**config.mk**
```make
export PLATFORM = sky130hd
export DESIGN_NAME = puntaje_ctrl_flat
export DESIGN_NICKNAME = d
export VERILOG_FILES = /design/src/rtl/puntaje_ctrl_pkg.sv /design/src/rtl/puntaje_ctrl_if.sv /design/src/rtl/puntaje_ctrl_seg7_bcd.sv /design/src/rtl/puntaje_ctrl.sv /design/src/flat_wrapper.sv
export SDC_FILE = /design/constraint.sdc
export NUM_CORES = 1
export LEC_CHECK = 0
export CAP_MARGIN = 20
export CORE_MARGIN = 3
export CORE_UTILIZATION = 47
export DETAILED_ROUTE_END_ITERATION = 8
export PLACE_DENSITY = 0.76
export REMOVE_ABC_BUFFERS = 1
export SETUP_SLACK_MARGIN = 0.1
export SLEW_MARGIN = 25
export SYNTH_ARGS = -nofsm -noshare
export SYNTH_HDL_FRONTEND = slang
export SYNTH_SLANG_ARGS = --single-unit
export TNS_END_PERCENT = 5
```
**constraint.sdc**
```tcl
create_clock -name clk -period 3.35 [get_ports clk]
set_input_delay 1.005 -clock clk [delete_from_list [all_inputs] [get_ports clk]]
set_output_delay 1.005 -clock clk [all_outputs]
set_load 0.02 [all_outputs]
```
**src/rtl/puntaje_ctrl_pkg.sv**
```systemverilog
// puntaje_ctrl_pkg: game state codes, 7-segment digit codes and BCD helpers
// shared by puntaje_ctrl, its seg7_bcd encoder and the display multiplexer.
package puntaje_ctrl_pkg;

    typedef enum logic [2:0] {
        ST_OFF  = 3'd0,
        ST_WLCM = 3'd1,
        ST_CH   = 3'd2,
        ST_GAME = 3'd3,
        ST_WL   = 3'd4,
        ST_PA   = 3'd5
    } state_e;

    // Segment order {a,b,c,d,e,f,g}, bit 6 = a; index 0 is digit 0
    localparam logic [6:0] SEG_BLANK = 7'h00;
    localparam logic [9:0][6:0] SEG_DIGITS = {
        7'h7B, 7'h7F, 7'h70, 7'h5F, 7'h5B, 7'h33, 7'h79, 7'h6D, 7'h30, 7'h7E
    };

    // Undefined codes 6-7 collapse onto OFF
    function automatic state_e norm_state(input logic [2:0] code);
        return (code > 3'd5) ? ST_OFF : state_e'(code);
    endfunction

    function automatic logic [11:0] to_bcd(input int unsigned v);
        return {4'((v / 100) % 10), 4'((v / 10) % 10), 4'(v % 10)};
    endfunction

endpackage

```
**src/rtl/puntaje_ctrl_if.sv**
```systemverilog
// puntaje_ctrl_if: game-state/point inputs and score/display outputs of puntaje_ctrl.
// Record ports exist only when PUNTAJE_RECORD_EN is defined.
interface puntaje_ctrl_if;

    logic [2:0]  presente;
    logic        punto;
    logic [20:0] display_puntaje;
    logic [11:0] score_bcd;
    logic        saturado;
`ifdef PUNTAJE_RECORD_EN
    logic [11:0] record_bcd;
    logic [20:0] display_record;

    modport master (output presente, punto,
                    input  display_puntaje, score_bcd, saturado, record_bcd, display_record);
    modport slave  (input  presente, punto,
                    output display_puntaje, score_bcd, saturado, record_bcd, display_record);
`else
    modport master (output presente, punto,
                    input  display_puntaje, score_bcd, saturado);
    modport slave  (input  presente, punto,
                    output display_puntaje, score_bcd, saturado);
`endif

endinterface

```
**src/rtl/puntaje_ctrl_seg7_bcd.sv**
```systemverilog
// seg7_bcd: combinational BCD digit to active-high 7-segment code with blanking.
module seg7_bcd
    import puntaje_ctrl_pkg::*;
(
    input  logic [3:0] i_digit,
    input  logic       i_blank,
    output logic [6:0] o_seg
);

    always_comb o_seg = (i_blank || i_digit > 4'd9) ? SEG_BLANK : SEG_DIGITS[i_digit];

endmodule

```
**src/rtl/puntaje_ctrl.sv**
```systemverilog
// puntaje_ctrl: BCD score counter with saturation, new-game clear and registered
// 7-segment display with leading-zero blanking. Optional high score: PUNTAJE_RECORD_EN.
module puntaje_ctrl
    import puntaje_ctrl_pkg::*;
#(
    parameter int MAX_SCORE = 999
) (
    input  logic           clk,
    input  logic           rst_n,
    puntaje_ctrl_if.slave  bus
);

    localparam logic [11:0] MAX_BCD = to_bcd(MAX_SCORE);

    state_e      r_prev;
    state_e      w_state;
    logic        r_punto_q;
    logic        r_armed;
    logic        r_edge;
    logic [11:0] r_score;
    logic [11:0] w_score_inc;
    logic [11:0] w_score_nxt;
    logic [20:0] r_disp;
    logic [6:0]  w_seg_h;
    logic [6:0]  w_seg_t;
    logic [6:0]  w_seg_u;
    logic        w_clear;
    logic        w_sat;

    always_comb begin
        w_state = norm_state(bus.presente);
        w_sat = (r_score == MAX_BCD);
        w_clear = (w_state == ST_OFF) || (w_state == ST_CH && r_prev != ST_CH);
        w_score_inc[3:0] = (r_score[3:0] == 4'd9) ? 4'd0 : r_score[3:0] + 4'd1;
        w_score_inc[7:4] = (r_score[3:0] != 4'd9) ? r_score[7:4] :
                           (r_score[7:4] == 4'd9) ? 4'd0 : r_score[7:4] + 4'd1;
        w_score_inc[11:8] = (r_score[7:0] == 8'h99) ? r_score[11:8] + 4'd1 : r_score[11:8];
        w_score_nxt = w_clear ? 12'h000 :
                      (r_edge && w_state == ST_GAME && !w_sat) ? w_score_inc : r_score;
    end

    // r_armed blocks a punto that is already high when reset is released
    always_ff @(posedge clk or negedge rst_n) begin
        if (!rst_n) begin
            r_prev    <= ST_OFF;
            r_punto_q <= 1'b0;
            r_armed   <= 1'b0;
            r_edge    <= 1'b0;
            r_score   <= 12'h000;
            r_disp    <= {SEG_BLANK, SEG_BLANK, SEG_DIGITS[0]};
        end else begin
            r_prev    <= w_state;
            r_punto_q <= bus.punto;
            r_armed   <= r_armed | ~bus.punto;
            r_edge    <= bus.punto & ~r_punto_q & r_armed;
            r_score   <= w_score_nxt;
            r_disp    <= {w_seg_h, w_seg_t, w_seg_u};
        end
    end

    seg7_bcd u_seg_h (.i_digit(r_score[11:8]), .i_blank(r_score[11:8] == 4'd0), .o_seg(w_seg_h));
    seg7_bcd u_seg_t (.i_digit(r_score[7:4]),  .i_blank(r_score[11:4] == 8'h00), .o_seg(w_seg_t));
    seg7_bcd u_seg_u (.i_digit(r_score[3:0]),  .i_blank(1'b0),                   .o_seg(w_seg_u));

    assign bus.score_bcd       = r_score;
    assign bus.saturado        = w_sat;
    assign bus.display_puntaje = r_disp;

`ifdef PUNTAJE_RECORD_EN
    logic [11:0] r_record;
    logic [20:0] r_disp_rec;
    logic [6:0]  w_rec_h;
    logic [6:0]  w_rec_t;
    logic [6:0]  w_rec_u;

    // Record captures the score on the cycle the game enters WL
    always_ff @(posedge clk or negedge rst_n) begin
        if (!rst_n) begin
            r_record   <= 12'h000;
            r_disp_rec <= {SEG_BLANK, SEG_BLANK, SEG_DIGITS[0]};
        end else begin
            if (w_state == ST_WL && r_prev != ST_WL && r_score > r_record)
                r_record <= r_score;
            r_disp_rec <= {w_rec_h, w_rec_t, w_rec_u};
        end
    end

    seg7_bcd u_rec_h (.i_digit(r_record[11:8]), .i_blank(r_record[11:8] == 4'd0), .o_seg(w_rec_h));
    seg7_bcd u_rec_t (.i_digit(r_record[7:4]),  .i_blank(r_record[11:4] == 8'h00), .o_seg(w_rec_t));
    seg7_bcd u_rec_u (.i_digit(r_record[3:0]),  .i_blank(1'b0),                    .o_seg(w_rec_u));

    assign bus.record_bcd     = r_record;
    assign bus.display_record = r_disp_rec;
`endif

endmodule

```
**src/flat_wrapper.sv**
```systemverilog
// flat-port wrapper written by rule: the top's interface ports become plain ports
module puntaje_ctrl_flat import puntaje_ctrl_pkg::*;
#(
    parameter int MAX_SCORE = 999
)
  (clk, rst_n, bus_presente, bus_punto, bus_display_puntaje, bus_score_bcd, bus_saturado);
  puntaje_ctrl_if bus_i ();
  input  logic clk;
  input  logic rst_n;
  input wire logic [$bits(bus_i.presente)-1:0] bus_presente;
  input wire logic [$bits(bus_i.punto)-1:0] bus_punto;
  output wire logic [$bits(bus_i.display_puntaje)-1:0] bus_display_puntaje;
  output wire logic [$bits(bus_i.score_bcd)-1:0] bus_score_bcd;
  output wire logic [$bits(bus_i.saturado)-1:0] bus_saturado;
  assign bus_i.presente = bus_presente;
  assign bus_i.punto = bus_punto;
  assign bus_display_puntaje = bus_i.display_puntaje;
  assign bus_score_bcd = bus_i.score_bcd;
  assign bus_saturado = bus_i.saturado;
  puntaje_ctrl #(.MAX_SCORE(MAX_SCORE)) u_core (.clk(clk), .rst_n(rst_n), .bus(bus_i));
endmodule
```
After elaboration in Yosys (flattened, before gate mapping) --
Memories as Yosys holds them, arrays and structs flattened. Cells that the tools add are included.
Word-level totals: flip-flop bits (word level) 39, latch bits 0, memory bits (writable) 0, ROM bits 336, logic and storage cells 62, memories 3
Cells by class: add/sub/neg operators 3, multiply operators 0, div/mod/pow operators 0, order comparisons 7, eq/ne operators 9, shifts and indexed selects 0, mux-type cells 13, bitwise gates (word level) 5, reduce and logical (&&, ||, !) cells 14
Memories:
- (no name shown) | words 16, bits a word 7, rd ports 1, clocked after memory_dff 0, wr ports 0, RTL line puntaje_ctrl_seg7_bcd.sv:10 | always_comb o_seg = (i_blank || i_digit > 4'd9) ? SEG_BLANK : SEG_DIGITS[i_digit];
- (no name shown) | words 16, bits a word 7, rd ports 1, clocked after memory_dff 0, wr ports 0, RTL line puntaje_ctrl_seg7_bcd.sv:10
- (no name shown) | words 16, bits a word 7, rd ports 1, clocked after memory_dff 0, wr ports 0, RTL line puntaje_ctrl_seg7_bcd.sv:10
Operator list (number):
- 2-to-1 mux 7 bit | 6
- 2-to-1 mux 12 bit | 2
- 2-to-1 mux 4 bit | 4
- less-than comparator 4 x 5 -> 1 bit, second input constant | 3
- adder 4 x 1 -> 4 bit, second input constant | 3
- equality test 12 bit, second input constant | 1
- greater-than comparator 4 bit, second input constant | 3
- equality test 4 bit, second input constant | 2
- equality test 8 bit, second input constant | 1
- zero test 8 bit | 1
- equality test 3 x 2 -> 1 bit, second input constant | 2
- zero test 4 bit | 1
- != test 4 bit, second input constant | 1
- AND reduction 2 bit | 2
- nonzero test 2 bit | 2
- greater-than comparator 3 bit, second input constant | 1
- logical AND 1 bit | 3
- zero test 3 bit | 1
- logical OR 1 bit | 3
- 2-to-1 mux 3 bit | 1
- != test 3 x 2 -> 1 bit, second input constant | 1
- AND 1 bit | 2
- != test 2 x 1 -> 1 bit, second input constant | 1
- inverter 1 bit | 2
- other kinds (2) | 2

Depth between registers and ports, before layout --
depth after elaboration 7, mapped depth 7

Modules after synthesis --
From an unflattened synthesis, not the netlist that was laid out.
Unflattened totals: cells, all modules 199, area, all modules 2209.6 um^2
By module, submodules not included:
- puntaje_ctrl | instances 1, cells an instance 116, area an instance 1564.0 um^2
- seg7_bcd (u_core.u_seg_t ...) | instances 2, cells an instance 26, area an instance 207.7 um^2
- seg7_bcd (u_core.u_seg_h) | instances 1, cells an instance 31, area an instance 230.2 um^2

Least setup slack after synthesis --
No wires, ideal clock.
path kind register to output, start point register u_core.r_score[5] (netlist: u_core.bus.score_bcd[5]), end point output bus_saturado, arrival time 1.420 ns, data required time 2.345 ns, setup slack 0.925 ns, stages on the path, launching flop included 6, buffers on the path 1, cell sequence dfrtp_1 -> inv_1 -> ha_1 -> and3b_1 -> and3_4 -> buf_6
Between the ends: cells in the longest elaborated chain, start to end 1
Ends and longest elaborated chain:
- start: declaration | RTL line puntaje_ctrl.sv:20 | logic [11:0] r_score;
- start signal: assignment | RTL line puntaje_ctrl.sv:56 | r_score <= w_score_nxt;
- equality test 12 bit | RTL line puntaje_ctrl.sv:32 | w_sat = (r_score == MAX_BCD);
- end: declaration | RTL line flat_wrapper.sv:14 | output wire logic [$bits(bus_i.saturado)-1:0] bus_saturado;
Every way passes these cells.

Worst setup path after layout --
Same ends and word-level chain as after synthesis.

==> impl_metrics.toml <==
[yosys]
avgSynthCellArea_sq_um = 10.4
synthTopCellsByArea = "dfrtp_1, ha_1, dfstp_2"
synth_top_family_by_area = "simple AND/OR/NAND/NOR gates"
yosysSeqAreaShare = 0.473
synth_edf_count = 0
yosysWarnings = 0
synthAdderAreaFrac = 0.126
ys.flop_type = "dfrtp_1"
ys_ff_latch = 39
syn_area_sq_um = 2080
synth_compound_area_frac = 0.138
netlist.area_leader.share = 0.397
netlist_instances = 200
synthXorXnorAreaFrac = 0.0126
synthArstFlopShare = 1.00
synth-simple-area-share = 0.210
muxShareOfSynthArea = 0.00482
synth.largest_area_cell = "dfrtp_1"
yosysUniqueCellTypes = 46

[final_layout]
fin_cells = 296
final_cell_area_sq_um = 2610
register_area_sq_um = 983
syn_to_final_growth_pct = 25.6
nFillCells = 361
multi_input_area_sq_um = 1020
drive_gt1_frac = 0.106
nNetsFinal = 272
antennaDiodeCount = 0

[power_and_ir_drop]
seq_power_share = 0.585
vdd_drop_max_v = 0.000212
p_per_area_nw_per_um2 = 315
combPwrFrac = 0.054
p_switching_uw = 178
p_leak_uw = 0.00115
clkPwrFrac = 0.361
sw_frac_of_total = 0.217
p_int_uw = 643

[critical_path]
cp.arrival_ps = 1990
cp_top_family = "buffers and inverters"
r2r_end = "u_core.bus.score_bcd[9]"
start_kind = "register"
cp_max_fo = 7
crit_chain = "inv_1 -> ha_1 -> and3b_1 -> and3_4 -> dlygate4sd2_1"
endpoint_kind = "output pin"
critical-path-max-stage-delay_ps = 450
critical_path_class = "register to output pin"
crit_buf_inv = 2
crit_slowest_cell = "dfrtp_1"
r2r_setup_slack_ps = 1470
required_ps = 2340
worstReg2RegStart = "u_core.bus.score_bcd[1]"
reg2reg_depth = 6

[job]
cap_violations = 0

[die]
fp.dieH_um = 72.5
die_area_sq_um = 5260
core_area_sq_um = 4140
fp.dieW_um = 72.5
fp-row-count = 23
ios = 40
initial_core_util = 0.502

[placed_design]
gp_congestion = 0.880
port_buffers = 39
hpwl_um = 2910
place_inst = 288
detailed_place.area_sq_um = 2530

[routing]
drt_iter0_markers = 104
firstDrtPassIters = 4
finalWirelength_um = 3960
wire_per_inst_um = 13.4
vias = 1557
drcViolationCount = 0
postRouteAntennaNets = 0
viasPerCell = 5.26

[outcome]
outcome = "completed"

[timing]
finalCriticalPeriod_ps = 2990
post-route-period-util = 0.893
max_slew.worst_pin.slew_ps = 828
holdWs_ps = 398
fin_tns_setup_ps = 0
fmax_mhz = 334
fin_worst_skew_ps = 8.57
maxSlewHeadroom = 0.448
finalMaxSlewViolations = 0
rsz0062_at_grt = "false"
setup_viol = 0
finalHoldViolations = 0

[clocking]
clk_path_buf_depth = 2
hold_buffers = 0
cts_buffers = 5
tritoncts = "built"
numClockSinks = 39
insertion_delay_ps = 290
root_buffer = "clkbuf_8"
clk_pin_slew_ps = 70
postCtsSetupBuffers = 0
h-tree-depth = 2

[hold_path]
hp-start = "u_core.r_punto_q"
hold-path-endpoint = "u_core.r_edge"
whs_path_depth = 1
hold_class = "register to register"

[global_routing]
grt_pass1_vias = 1542
globalRouteOverflowTotal = 0
grt_first_pass_wirelength_um = 7120
antenna_found_initial = 0
grt.total_usage = 0.175
grt_max_degree = 40
-- state kept, by name (all words and copies together), names as in the netlist --
register,count
u_core.r_edge,1
u_core.r_punto_q,1
u_core.bus.display_puntaje,21
u_core.r_armed,1
u_core.bus.score_bcd,12
u_core.r_prev,3
-- worst max-delay path by stage --
stage / from / end / slack, ps / cells after the start
2_1_floorplan: u_core.bus.score_bcd[5] / bus_saturado / 990 / 4
3_3_place_gp: u_core.bus.score_bcd[5] / bus_saturado / 450 / 5
3_5_place_dp: u_core.bus.score_bcd[5] / bus_saturado / 390 / 5
4_1_cts: u_core.bus.score_bcd[5] / bus_saturado / 330 / 5
5_1_grt: u_core.bus.score_bcd[5] / bus_saturado / 200 / 5
6_report: u_core.bus.score_bcd[5] / bus_saturado / 360 / 5
-- cell type report --
cell class,count,area share
inverters,9,0.0129
multi-input cells,145,0.391
clock buffers,8,0.0307
well taps,50,0.0240
flip-flops and latches,39,0.377
repair buffers,45,0.164
-- logic make-up (layout without fill, tap and decap cells) --
group / after synthesis / in the layout
adders and majority gates: 21 / 21
DFF: 39 / 39
buffers and inverters: 16 / 62
AOI/OAI and AO/OA: 43 / 43
and+or+nand+nor: 77 / 77
xor gates and xnor gates: 3 / 3
muxes: 1 / 1
-- stage by stage --
stage	util	total power, uW	setup WS, ps
6_report	0.630	821	358
5_1_grt	0.630	860	204
4_1_cts	0.630	838	330
3_5_place_dp	0.611	535	392
3_3_place_gp	0.611	534	453
2_1_floorplan	-	507	991
-- synth_stat cells, types with 2 or more instances --
| cell | count |
|---|---|
| a31oi_1 | 2 |
| nor3_1 | 4 |
| a21oi_1 | 14 |
| o211ai_1 | 3 |
| nor2b_1 | 6 |
| inv_1 | 9 |
| and3b_1 | 2 |
| nor4_1 | 2 |
| xnor2_1 | 3 |
| dfrtp_1 | 33 |
| nor2_1 | 25 |
| a22o_1 | 2 |
| clkbuf_1 | 4 |
| nand3_1 | 6 |
| a211oi_1 | 2 |
| dfstp_2 | 6 |
| nand3b_1 | 2 |
| o31ai_1 | 3 |
| o21ai_0 | 8 |
| nand2b_1 | 6 |
| ha_1 | 21 |
| nand2_1 | 13 |
-- what timing repair did --
| action | 4_1_cts | 5_1_grt |
|---|---|---|
| gates resized for setup | 1 | 0 |
| hold endpoints to repair | 0 | 0 |
| setup endpoints to repair | 1 | 0 |
-- cell usage in the layout (no fill, tap or decap), types with 2 or more instances in the layout --
cell             instances
a21oi_1                 14
clkbuf_8                 5
o211ai_1                 3
nand3_1                  6
xnor2_1                  3
a31oi_1                  2
o31ai_1                  3
inv_1                    9
dfrtp_1                 33
nor3_1                   4
ha_1                    21
a22o_1                   2
nand2b_1                 6
nand2_1                 13
dfstp_2                  6
nor2b_1                  6
clkdlybuf4s50_1         37
and3b_1                  2
a211oi_1                 2
clkbuf_1                 3
o21ai_0                  8
nor4_1                   2
nand3b_1                 2
nor2_1                  25
buf_4                    6
-- layer usage --
metal  GRT usage  wire length (um)
met1       0.227              1800
met2       0.278              1870
met3      0.0443               204
met4      0.0738                79
met5           0                 0
-- power groups by stage --
stage / registers [uW] / logic, uW / clock network [uW]
floorplan: 491 / 15.7 / 0
global placement: 489 / 45.5 / 0
detailed placement: 489 / 45.7 / 0
CTS: 480 / 45.9 / 313
global route: 481 / 50.3 / 330
finish: 480 / 44.4 / 297
(Power assumes the default switching activity.)
